`config.mk`:
```
export PLATFORM = sky130hd
export DESIGN_NAME = instr_encoder_loader
export DESIGN_NICKNAME = d
export VERILOG_FILES = /design/src/rtl/instr_encoder_loader_pkg.sv /design/src/rtl/instr_encoder_loader_word_pack.sv /design/src/rtl/instr_encoder_loader.sv
export SDC_FILE = /design/constraint.sdc
export NUM_CORES = 1
export LEC_CHECK = 0
export ABC_AREA = 1
export BUFFER_PORTS_ARGS = -buffer_cell sky130_fd_sc_hd__buf_2
export CORE_MARGIN = 2
export CORE_UTILIZATION = 39
export DETAILED_ROUTE_END_ITERATION = 6
export PLACE_DENSITY = 0.68
export SLEW_MARGIN = 10
export SYNTH_ARGS = -nofsm -noshare
export SYNTH_HDL_FRONTEND = slang
export SYNTH_SLANG_ARGS = --single-unit
```
`constraint.sdc`:
```
create_clock -name clk_i -period 2.6 [get_ports clk_i]
set_input_delay 0.13 -clock clk_i [delete_from_list [all_inputs] [get_ports clk_i]]
set_output_delay 0.13 -clock clk_i [all_outputs]
set_load 0.05 [all_outputs]
```
`src/rtl/instr_encoder_loader_pkg.sv`:
```
// Shared definitions for the instruction encoder/loader and the control decoder:
// instruction kinds, MIPS opcode constants and loader state encoding.
package instr_encoder_loader_pkg;

    localparam int ADDR_W_DEFAULT    = 32;
    localparam int MAX_WORDS_DEFAULT = 256;

    // Symbolic instruction kinds as presented on the op stream
    typedef enum logic [3:0] {
        KIND_R    = 4'd0,
        KIND_ADDI = 4'd1,
        KIND_BEQ  = 4'd2,
        KIND_BNE  = 4'd3,
        KIND_ORI  = 4'd4,
        KIND_LUI  = 4'd5,
        KIND_LW   = 4'd6,
        KIND_SW   = 4'd7,
        KIND_J    = 4'd8,
        KIND_JAL  = 4'd9,
        KIND_BLE  = 4'd10,
        KIND_BLT  = 4'd11
    } op_kind_e;

    // Primary opcode field values, identical to the decoder's map
    localparam logic [5:0] OP_RTYPE = 6'h00;
    localparam logic [5:0] OP_ADDI  = 6'h08;
    localparam logic [5:0] OP_BEQ   = 6'h04;
    localparam logic [5:0] OP_BNE   = 6'h05;
    localparam logic [5:0] OP_ORI   = 6'h0d;
    localparam logic [5:0] OP_LUI   = 6'h0f;
    localparam logic [5:0] OP_LW    = 6'h23;
    localparam logic [5:0] OP_SW    = 6'h2b;
    localparam logic [5:0] OP_J     = 6'h02;
    localparam logic [5:0] OP_JAL   = 6'h03;
    localparam logic [5:0] OP_BLE   = 6'h07;
    localparam logic [5:0] OP_BLT   = 6'h06;

    // Loader session states
    typedef enum logic [1:0] {
        ST_IDLE   = 2'd0,
        ST_ACCEPT = 2'd1,
        ST_WRITE  = 2'd2,
        ST_DONE   = 2'd3
    } load_state_e;

    // Opcode for a kind; kinds outside the map return all-ones (never emitted)
    function automatic logic [5:0] kind_opcode(input logic [3:0] kind);
        logic [5:0] opc;
        case (kind)
            KIND_R:    opc = OP_RTYPE;
            KIND_ADDI: opc = OP_ADDI;
            KIND_BEQ:  opc = OP_BEQ;
            KIND_BNE:  opc = OP_BNE;
            KIND_ORI:  opc = OP_ORI;
            KIND_LUI:  opc = OP_LUI;
            KIND_LW:   opc = OP_LW;
            KIND_SW:   opc = OP_SW;
            KIND_J:    opc = OP_J;
            KIND_JAL:  opc = OP_JAL;
            KIND_BLE:  opc = OP_BLE;
            KIND_BLT:  opc = OP_BLT;
            default:   opc = 6'h3f;
        endcase
        return opc;
    endfunction

endpackage

```
`src/rtl/instr_encoder_loader_word_pack.sv`:
```
// Combinational packer: instruction kind plus fields -> 32-bit MIPS word.
// Kinds outside the opcode map report legal = 0 and a zero word.
module instr_word_pack
    import instr_encoder_loader_pkg::*;
(
    input  logic [3:0]  kind,
    input  logic [4:0]  rs,
    input  logic [4:0]  rt,
    input  logic [4:0]  rd,
    input  logic [4:0]  shamt,
    input  logic [5:0]  funct,
    input  logic [15:0] imm,
    input  logic [25:0] target,
    output logic        legal,
    output logic [31:0] word
);

    // Select the field layout for the kind: R, I (with LUI's zero rs) or J
    always_comb begin
        legal = 1'b1;
        word  = 32'd0;
        case (kind)
            KIND_R:
                word = {OP_RTYPE, rs, rt, rd, shamt, funct};
            KIND_ADDI, KIND_BEQ, KIND_BNE, KIND_ORI,
            KIND_LW, KIND_SW, KIND_BLE, KIND_BLT:
                word = {kind_opcode(kind), rs, rt, imm};
            KIND_LUI:
                word = {OP_LUI, 5'd0, rt, imm};
            KIND_J:
                word = {OP_J, target};
            KIND_JAL:
                word = {OP_JAL, target};
            default:
                legal = 1'b0;
        endcase
    end

endmodule

```
`src/rtl/instr_encoder_loader.sv`:
```
// Boot-path program loader: takes symbolic instructions over a valid/ready
// stream, encodes each into a MIPS word and writes it to instruction memory
// at consecutive word addresses, one outstanding write at a time.
module instr_encoder_loader
    import instr_encoder_loader_pkg::*;
#(
    parameter int ADDR_W    = ADDR_W_DEFAULT,
    parameter int MAX_WORDS = MAX_WORDS_DEFAULT
) (
    input  logic              clk_i,
    input  logic              rst_i,
    input  logic              start_i,
    input  logic [ADDR_W-1:0] base_addr_i,
    input  logic              end_i,
    input  logic              op_valid_i,
    output logic              op_ready_o,
    input  logic [3:0]        op_kind_i,
    input  logic [4:0]        rs_i,
    input  logic [4:0]        rt_i,
    input  logic [4:0]        rd_i,
    input  logic [4:0]        shamt_i,
    input  logic [5:0]        funct_i,
    input  logic [15:0]       imm_i,
    input  logic [25:0]       target_i,
    output logic              im_we_o,
    output logic [ADDR_W-1:0] im_addr_o,
    output logic [31:0]       im_wdata_o,
    input  logic              im_ack_i,
    output logic [ADDR_W-1:0] count_o,
    output logic              busy_o,
    output logic              done_o,
    output logic              err_o
);

    localparam logic [ADDR_W-1:0] MAX_CNT = ADDR_W'(MAX_WORDS);

    load_state_e       state_reg;
    logic [ADDR_W-1:0] addr_reg;
    logic [ADDR_W-1:0] count_reg;
    logic [31:0]       wdata_reg;
    logic              we_reg;
    logic              ready_reg;
    logic              busy_reg;
    logic              done_reg;
    logic              err_reg;
    logic              end_pending_reg;

    logic              pack_legal;
    logic [31:0]       pack_word;
    logic              handshake;
    logic              full;
    logic [ADDR_W-1:0] count_next;

    // Word alignment is forced, so the byte-offset bits of the base never matter
    logic unused_base_bits;
    assign unused_base_bits = ^base_addr_i[1:0];

    instr_word_pack u_pack (
        .kind   (op_kind_i),
        .rs     (rs_i),
        .rt     (rt_i),
        .rd     (rd_i),
        .shamt  (shamt_i),
        .funct  (funct_i),
        .imm    (imm_i),
        .target (target_i),
        .legal  (pack_legal),
        .word   (pack_word)
    );

    assign handshake  = op_valid_i & ready_reg;
    assign full       = (count_reg >= MAX_CNT);
    assign count_next = count_reg + ADDR_W'(1);

    // Session FSM with address/count bookkeeping and the IM write handshake
    always_ff @(posedge clk_i or negedge rst_i) begin
        if (!rst_i) begin
            state_reg       <= ST_IDLE;
            addr_reg        <= '0;
            count_reg       <= '0;
            wdata_reg       <= '0;
            we_reg          <= 1'b0;
            ready_reg       <= 1'b0;
            busy_reg        <= 1'b0;
            done_reg        <= 1'b0;
            err_reg         <= 1'b0;
            end_pending_reg <= 1'b0;
        end else begin
            case (state_reg)
                ST_IDLE, ST_DONE: begin
                    // end_i has no meaning outside a session
                    if (start_i) begin
                        state_reg       <= ST_ACCEPT;
                        addr_reg        <= {base_addr_i[ADDR_W-1:2], 2'b00};
                        count_reg       <= '0;
                        err_reg         <= 1'b0;
                        done_reg        <= 1'b0;
                        busy_reg        <= 1'b1;
                        ready_reg       <= (MAX_CNT != '0);
                        end_pending_reg <= 1'b0;
                    end
                end
                ST_ACCEPT: begin
                    if (handshake && pack_legal) begin
                        // Encoded word and write request appear together next cycle
                        state_reg       <= ST_WRITE;
                        we_reg          <= 1'b1;
                        wdata_reg       <= pack_word;
                        ready_reg       <= 1'b0;
                        end_pending_reg <= end_i;
                    end else begin
                        // Illegal kind is swallowed; a valid op against a full
                        // buffer is refused. Both are reported through err.
                        if (handshake || (op_valid_i && full)) begin
                            err_reg <= 1'b1;
                        end
                        if (end_i) begin
                            state_reg <= ST_DONE;
                            done_reg  <= 1'b1;
                            busy_reg  <= 1'b0;
                            ready_reg <= 1'b0;
                        end
                    end
                end
                ST_WRITE: begin
                    if (im_ack_i) begin
                        we_reg    <= 1'b0;
                        count_reg <= count_next;
                        addr_reg  <= addr_reg + ADDR_W'(4);
                        if (end_pending_reg || end_i) begin
                            state_reg       <= ST_DONE;
                            done_reg        <= 1'b1;
                            busy_reg        <= 1'b0;
                            end_pending_reg <= 1'b0;
                        end else begin
                            state_reg <= ST_ACCEPT;
                            ready_reg <= (count_next < MAX_CNT);
                        end
                    end else if (end_i) begin
                        end_pending_reg <= 1'b1;
                    end
                end
                default: begin
                    state_reg <= ST_IDLE;
                end
            endcase
        end
    end

    assign op_ready_o = ready_reg;
    assign im_we_o    = we_reg;
    assign im_addr_o  = addr_reg;
    assign im_wdata_o = wdata_reg;
    assign count_o    = count_reg;
    assign busy_o     = busy_reg;
    assign done_o     = done_reg;
    assign err_o      = err_reg;

endmodule

```
# Word-level counts from Yosys, hierarchy flattened
# Memory sizes are Yosys's and may differ from the RTL's.
# Index checks and enable logic that the tools add are counted.
# Widths: inputs -> output; s select.
# totals
regBits	104
rom_bits	96
inputBits	110
output_inout_bits	101
wordCells	100
mem_count	1
# memory_table
name	depth	word_bits	read_ports	rd_ports_with_merged_regs	wr	line	source
(no name shown)	16	6	1	0	0	instr_encoder_loader_pkg.sv:49	case (kind)
# op_classes
add_sub_neg	2
magnitude_cmp	2
eq_ne	25
muxes	39
n_bitwise	1
reduce_logical	20
# op_table
cell	n
$pmux 32 s5	1
$mux 32	4
$pmux 32 s2	2
$add 32x1->32 const B	1
$add 32x3->32 const B	1
$ge 32x9->1 const B	1
$lt 32x9->1 const B	1
$mux 1	20
$eq 4x3->1 const B	4
$eq 4x4->1 const B	4
$ne 2x2->1 const B	8
$pmux 1 s3	4
$reduce_and 4->1	3
$reduce_or 12->1	1
$mux 2	5
$ne 3x3->1 const B	3
$reduce_and 3->1	3
$eq 4x2->1 const B	2
$reduce_or 8->1	1
$pmux 2 s3	1
$reduce_bool 2->1	3
$reduce_and 5->1	1
$eq 2x2->1 const B	2
$eq 4x1->1 const B	1
9 further kinds	12

# Longest topological paths before layout
# logic_depth
depth_word	6
depth_mapped	14
depth_no_buf	14

# Hierarchy
# Synthesis repeated with hierarchy kept, for this count alone.
# hier_totals
cells_unflattened	995
hier_area_um2	6877.8
# by_module_without_submodules
mod	n_inst	cells_each	area_each_um2	seq_area_each_um2
instr_encoder_loader	1	800	5884.4	2552.4
instr_word_pack	1	195	993.5	0.0

# Least setup slack after synthesis
# Ideal clock, no wire load.
# synth_path
kind	register to register
start	register addr_reg[2], in the netlist im_addr_o[2]
end	register addr_reg[24], in the netlist im_addr_o[24]
setup_ns	0.122
t_arrival_ns	2.005
required_time_ns	2.478
setup_slack_ns	0.473
stages_incl_launch_ff	13
n_path_buf	0
period_less_slack_ns	2.127
cell_sequence	dfrtp_1 -> ha_1 -> nand2_2 -> nor2_4 -> nand3_2 -> nor2_2 -> nand3_2 -> nor2_2 -> nand2_1 -> nor2_2 -> nand2_1 -> nand3_1 -> nand2_1
# synth_via
elab_chain_cells	3
# synth_lines
element	line	source
from (decl)	instr_encoder_loader.sv:38	logic [ADDR_W-1:0] addr_reg;
from (signal assigned)	instr_encoder_loader.sv:94	addr_reg <= {base_addr_i[ADDR_W-1:2], 2'b00};
from (signal assigned)	instr_encoder_loader.sv:129	addr_reg <= addr_reg + ADDR_W'(4);
$add 32x3->32	instr_encoder_loader.sv:129	
$mux 32	instr_encoder_loader.sv:126	if (im_ack_i) begin
$pmux 32 s2	instr_encoder_loader.sv:89	case (state_reg)
# No other way between the ends. The select of a mux whose other input is x is not followed.
# A chain may end at the register's enable or synchronous reset.

# Final worst setup path
# layout_path
start	register state_reg[0]
end	register count_reg[5], in the netlist count_o[5]
# layout_via
elab_chain_cells	4
elab_cells_between_ends	9
classes_between	eq/ne: 4; mux: 1; reduce/logical: 4
# layout_lines
element	line	source
from (decl)	instr_encoder_loader.sv:37	load_state_e state_reg;
from (signal assigned)	instr_encoder_loader.sv:78	state_reg <= ST_IDLE;
from (signal assigned)	instr_encoder_loader.sv:93	state_reg <= ST_ACCEPT;
from (signal assigned)	instr_encoder_loader.sv:106	state_reg <= ST_WRITE;
$eq 2x2->1 / $logic_not 2->1 (equally long branches)	instr_encoder_loader.sv:89	
$reduce_or 2->1	instr_encoder_loader.sv:89	
$ne 2x2->1 (no source line) / $reduce_bool 2->1 (equally long branches)	--	
$reduce_and 3->1 (no source line)	--	
to (signal assigned)	instr_encoder_loader.sv:128	count_reg <= count_next;
to (decl)	instr_encoder_loader.sv:39	logic [ADDR_W-1:0] count_reg;
# Several ways; a longest one is shown, not always the timed one.

==> results.ini <==
[pwr]
power_per_cell_area_nw_per_um2=1120
leakagePower_nw=4.11
power_mw=9.27
peakVddDrop_uv=760

[final_layout]
final_nets=1249
fillers=1636
fin_util_pct=50.1
drive_gt1_share_pct=24.2
area_growth_pct=26.1
layout.cells.non_filler=1353

[sta]
fin_skew_ps=10.7
slew_headroom_pct=66.9
max_freq_mhz=441
worst_pin_slew_ps=492
hold_viol_final=0
period_share_pct=87.2
period_minus_slack_ps=2270
rsz0062_at_grt=false
finalSetupViolations=0
drv_slew=0
setup_tns_ps=0

[routing]
drc=0
avgRoutedWirePerCell_um=14.7
wl_um=19800
vias_per_cell=5.07
drt_iter0_drc=318
drtAntennaViolNets=0
vias=6866
drt_pre_antenna_iters=6

[synth]
yosysTopAreaCell=dfrtp_1
yosys-top-cells-area=dfrtp_1 (39%), nand2_1 (15%), inv_1 (6.5%)
synth_edf_count=0
synth_top_family_by_area=simple AND/OR/NAND/NOR gates
syn_inst=915
syn_area_um2=6540
synth.distinct_cells=43
synthArstFlopShare_pct=100
synth_fa_ha_area_share_pct=2.30
synth_top_area_share_pct=39.0
synthMuxAreaShare_pct=0
synth-seq-cells=102
seq_area_frac_synth_pct=39.0
yosysWarnings=0
syn_avg_cell_area_um2=7.15
synthFlopType=dfrtp_1
synth-simple-area-share_pct=32.3
synth_xor_area_share_pct=2.81
synth-compound-area-share_pct=14.8

[die]
core_area_um2=16500
die-area_um2=17800
die_h_um=133
die_x_um=133
start_util_pct=39.7
ioPinCount=211
fp-row-count=47

[clocking]
htree_levels=3
path_clk_slew_ps=70
insertion_delay_ps=350
cts_buffers=9
ctsResizeCount=0
clock_path_buffers=2
cts_hold_buffers=9
cts_tree=built
root_buffer=clkbuf_16
cts_sinks=102
post_cts_buffers=0

[worst_setup_path]
crit_path_end_kind=register
cp-start-kind=register
required_ps=2830
crit_arrival_ps=2500
r2r_cells=13
critPathMaxFanout=20
crit_type=reg2reg
r2r-start=state_reg[0]
regToRegSetupSlack_ps=330
rr_endpoint=count_o[5]

[grt]
grt_overflow=0
grt_use_total_pct=22.3
grt_max_degree=55
antenna_found_initial=3
grt_pass1_wl_um=32100
grt_pass1_vias=6485

[placement]
io_buffer_count=206
dp_hpwl_um=15100
post-place-cells=1327
gp_congestion=0.901

[job]
maxCapViolCount=0

[worst_hold_path]
min_from=base_addr_i[12]
hold_class=in2reg
holdPathStages=3
holdPathEnd=im_addr_o[12]

[run_status]
status=complete, no violations

-- per-layer routing --
| metal | up-vias | GRT usage, % | part of all wire (%) |
|---|---|---|---|
| li1 | 3426 | - | - |
| met2 | 259 | 37.5 | 48 |
| met4 | 4 | 6.32 | 1.3 |
| met3 | 22 | 4.45 | 7.0 |
| met5 | - | 0 | 0.14 |
| met1 | 3155 | 29.3 | 44 |
-- cell usage in the layout, fill, tap and decap left out, types with 3 or more instances in the layout --
cell / instances
xor2_1: 19
buf_2: 205
nor2_4: 10
nor2_1: 90
o21ai_0: 58
or2_2: 3
nand3_2: 3
o221ai_1: 3
dfrtp_1: 102
nand2_2: 9
a221oi_1: 7
clkbuf_16: 9
a22oi_1: 11
o31ai_1: 3
nand4_1: 19
nand2_1: 259
o21ai_1: 7
o211ai_1: 6
ha_1: 12
nor2_2: 9
nand2_4: 3
inv_1: 114
o22ai_1: 20
a2bb2oi_1: 12
dlygate4sd3_1: 9
nand3_1: 47
nor4_1: 5
nor3_1: 16
buf_4: 12
a21oi_1: 23
-- through the flow --
step	hold WS, ps	instance area [um^2]	setup WS [ps]
floorplan	-166	6540	473
global placement	132	7850	353
detailed placement	142	7850	331
CTS	0.177	8240	316
global route	7.65	8240	34.4
finish	9.06	8240	332
-- Yosys cell counts (2+ instances only) --
| master | n |
|---|---|
| nor2_1 | 90 |
| o31ai_1 | 3 |
| nor4_1 | 5 |
| xnor2_1 | 2 |
| a31oi_1 | 2 |
| a22oi_1 | 11 |
| nor2_4 | 10 |
| o21ai_1 | 7 |
| nor3_1 | 16 |
| xor2_1 | 19 |
| o21ai_0 | 58 |
| nand2_2 | 9 |
| o221ai_1 | 3 |
| a21oi_1 | 23 |
| o211ai_1 | 6 |
| buf_2 | 10 |
| clkbuf_1 | 14 |
| dfrtp_1 | 102 |
| ha_1 | 12 |
| a2bb2oi_1 | 12 |
| inv_2 | 2 |
| buf_4 | 2 |
| nand4_1 | 19 |
| nand2_1 | 259 |
| inv_1 | 114 |
| buf_1 | 2 |
| nand3_2 | 3 |
| nand3_1 | 47 |
| nand2_4 | 3 |
| o22ai_1 | 20 |
| a221oi_1 | 7 |
| nor2_2 | 9 |
| clkinv_1 | 2 |
| or2_2 | 3 |
-- cell type report --
class	count	area (um^2)	area share [%]
antenna	1	2.50	0.0304
clock buffer	13	260	3.16
clock inverter	3	42.5	0.516
inverter	118	443	5.37
multi-input combinational	668	3420	41.5
sequential	102	2550	31.0
tap	220	275	3.34
timing repair buffer	228	1250	15.1
-- logic make-up (layout without fill, tap and decap cells) --
group | Yosys count | in the layout
other | 1 | 3
XOR/XNOR | 21 | 21
AO/OA/AOI/OAI | 158 | 158
buffers and inverters | 146 | 362
AND/OR/NAND/NOR | 475 | 475
flip-flops | 102 | 102
adder cells (fa/ha/maj) | 12 | 12
-- worst max-delay path, cell delays in order, from the launching register on --
cell	delay [ps]
dfrtp_1	370
inv_1	60
ha_1	350
inv_1	110
nor2_1	50
inv_1	80
nand2_1	140
nor2_4	150
inv_1	190
nor2_1	140
buf_4	270
inv_1	100
o21ai_0	90
a21oi_1	50
-- how the worst max path moves through the flow --
stage,from,to,slack [ps]
floorplan,im_addr_o[2],im_addr_o[24],470
global placement,state_reg[0],count_o[7],350
detailed placement,state_reg[0],count_o[5],330
CTS,state_reg[0],count_o[5],320
global route,state_reg[0],count_o[5],30
finish,state_reg[0],count_o[5],330
-- power breakdown --
group	switching [mW]	internal [mW]	total (mW)
Clock	0.610	0.800	1.41
Combinational	3.81	1.37	5.19
Sequential	0.512	2.16	2.67
No activity file was read; power rests on OpenSTA's default activity.
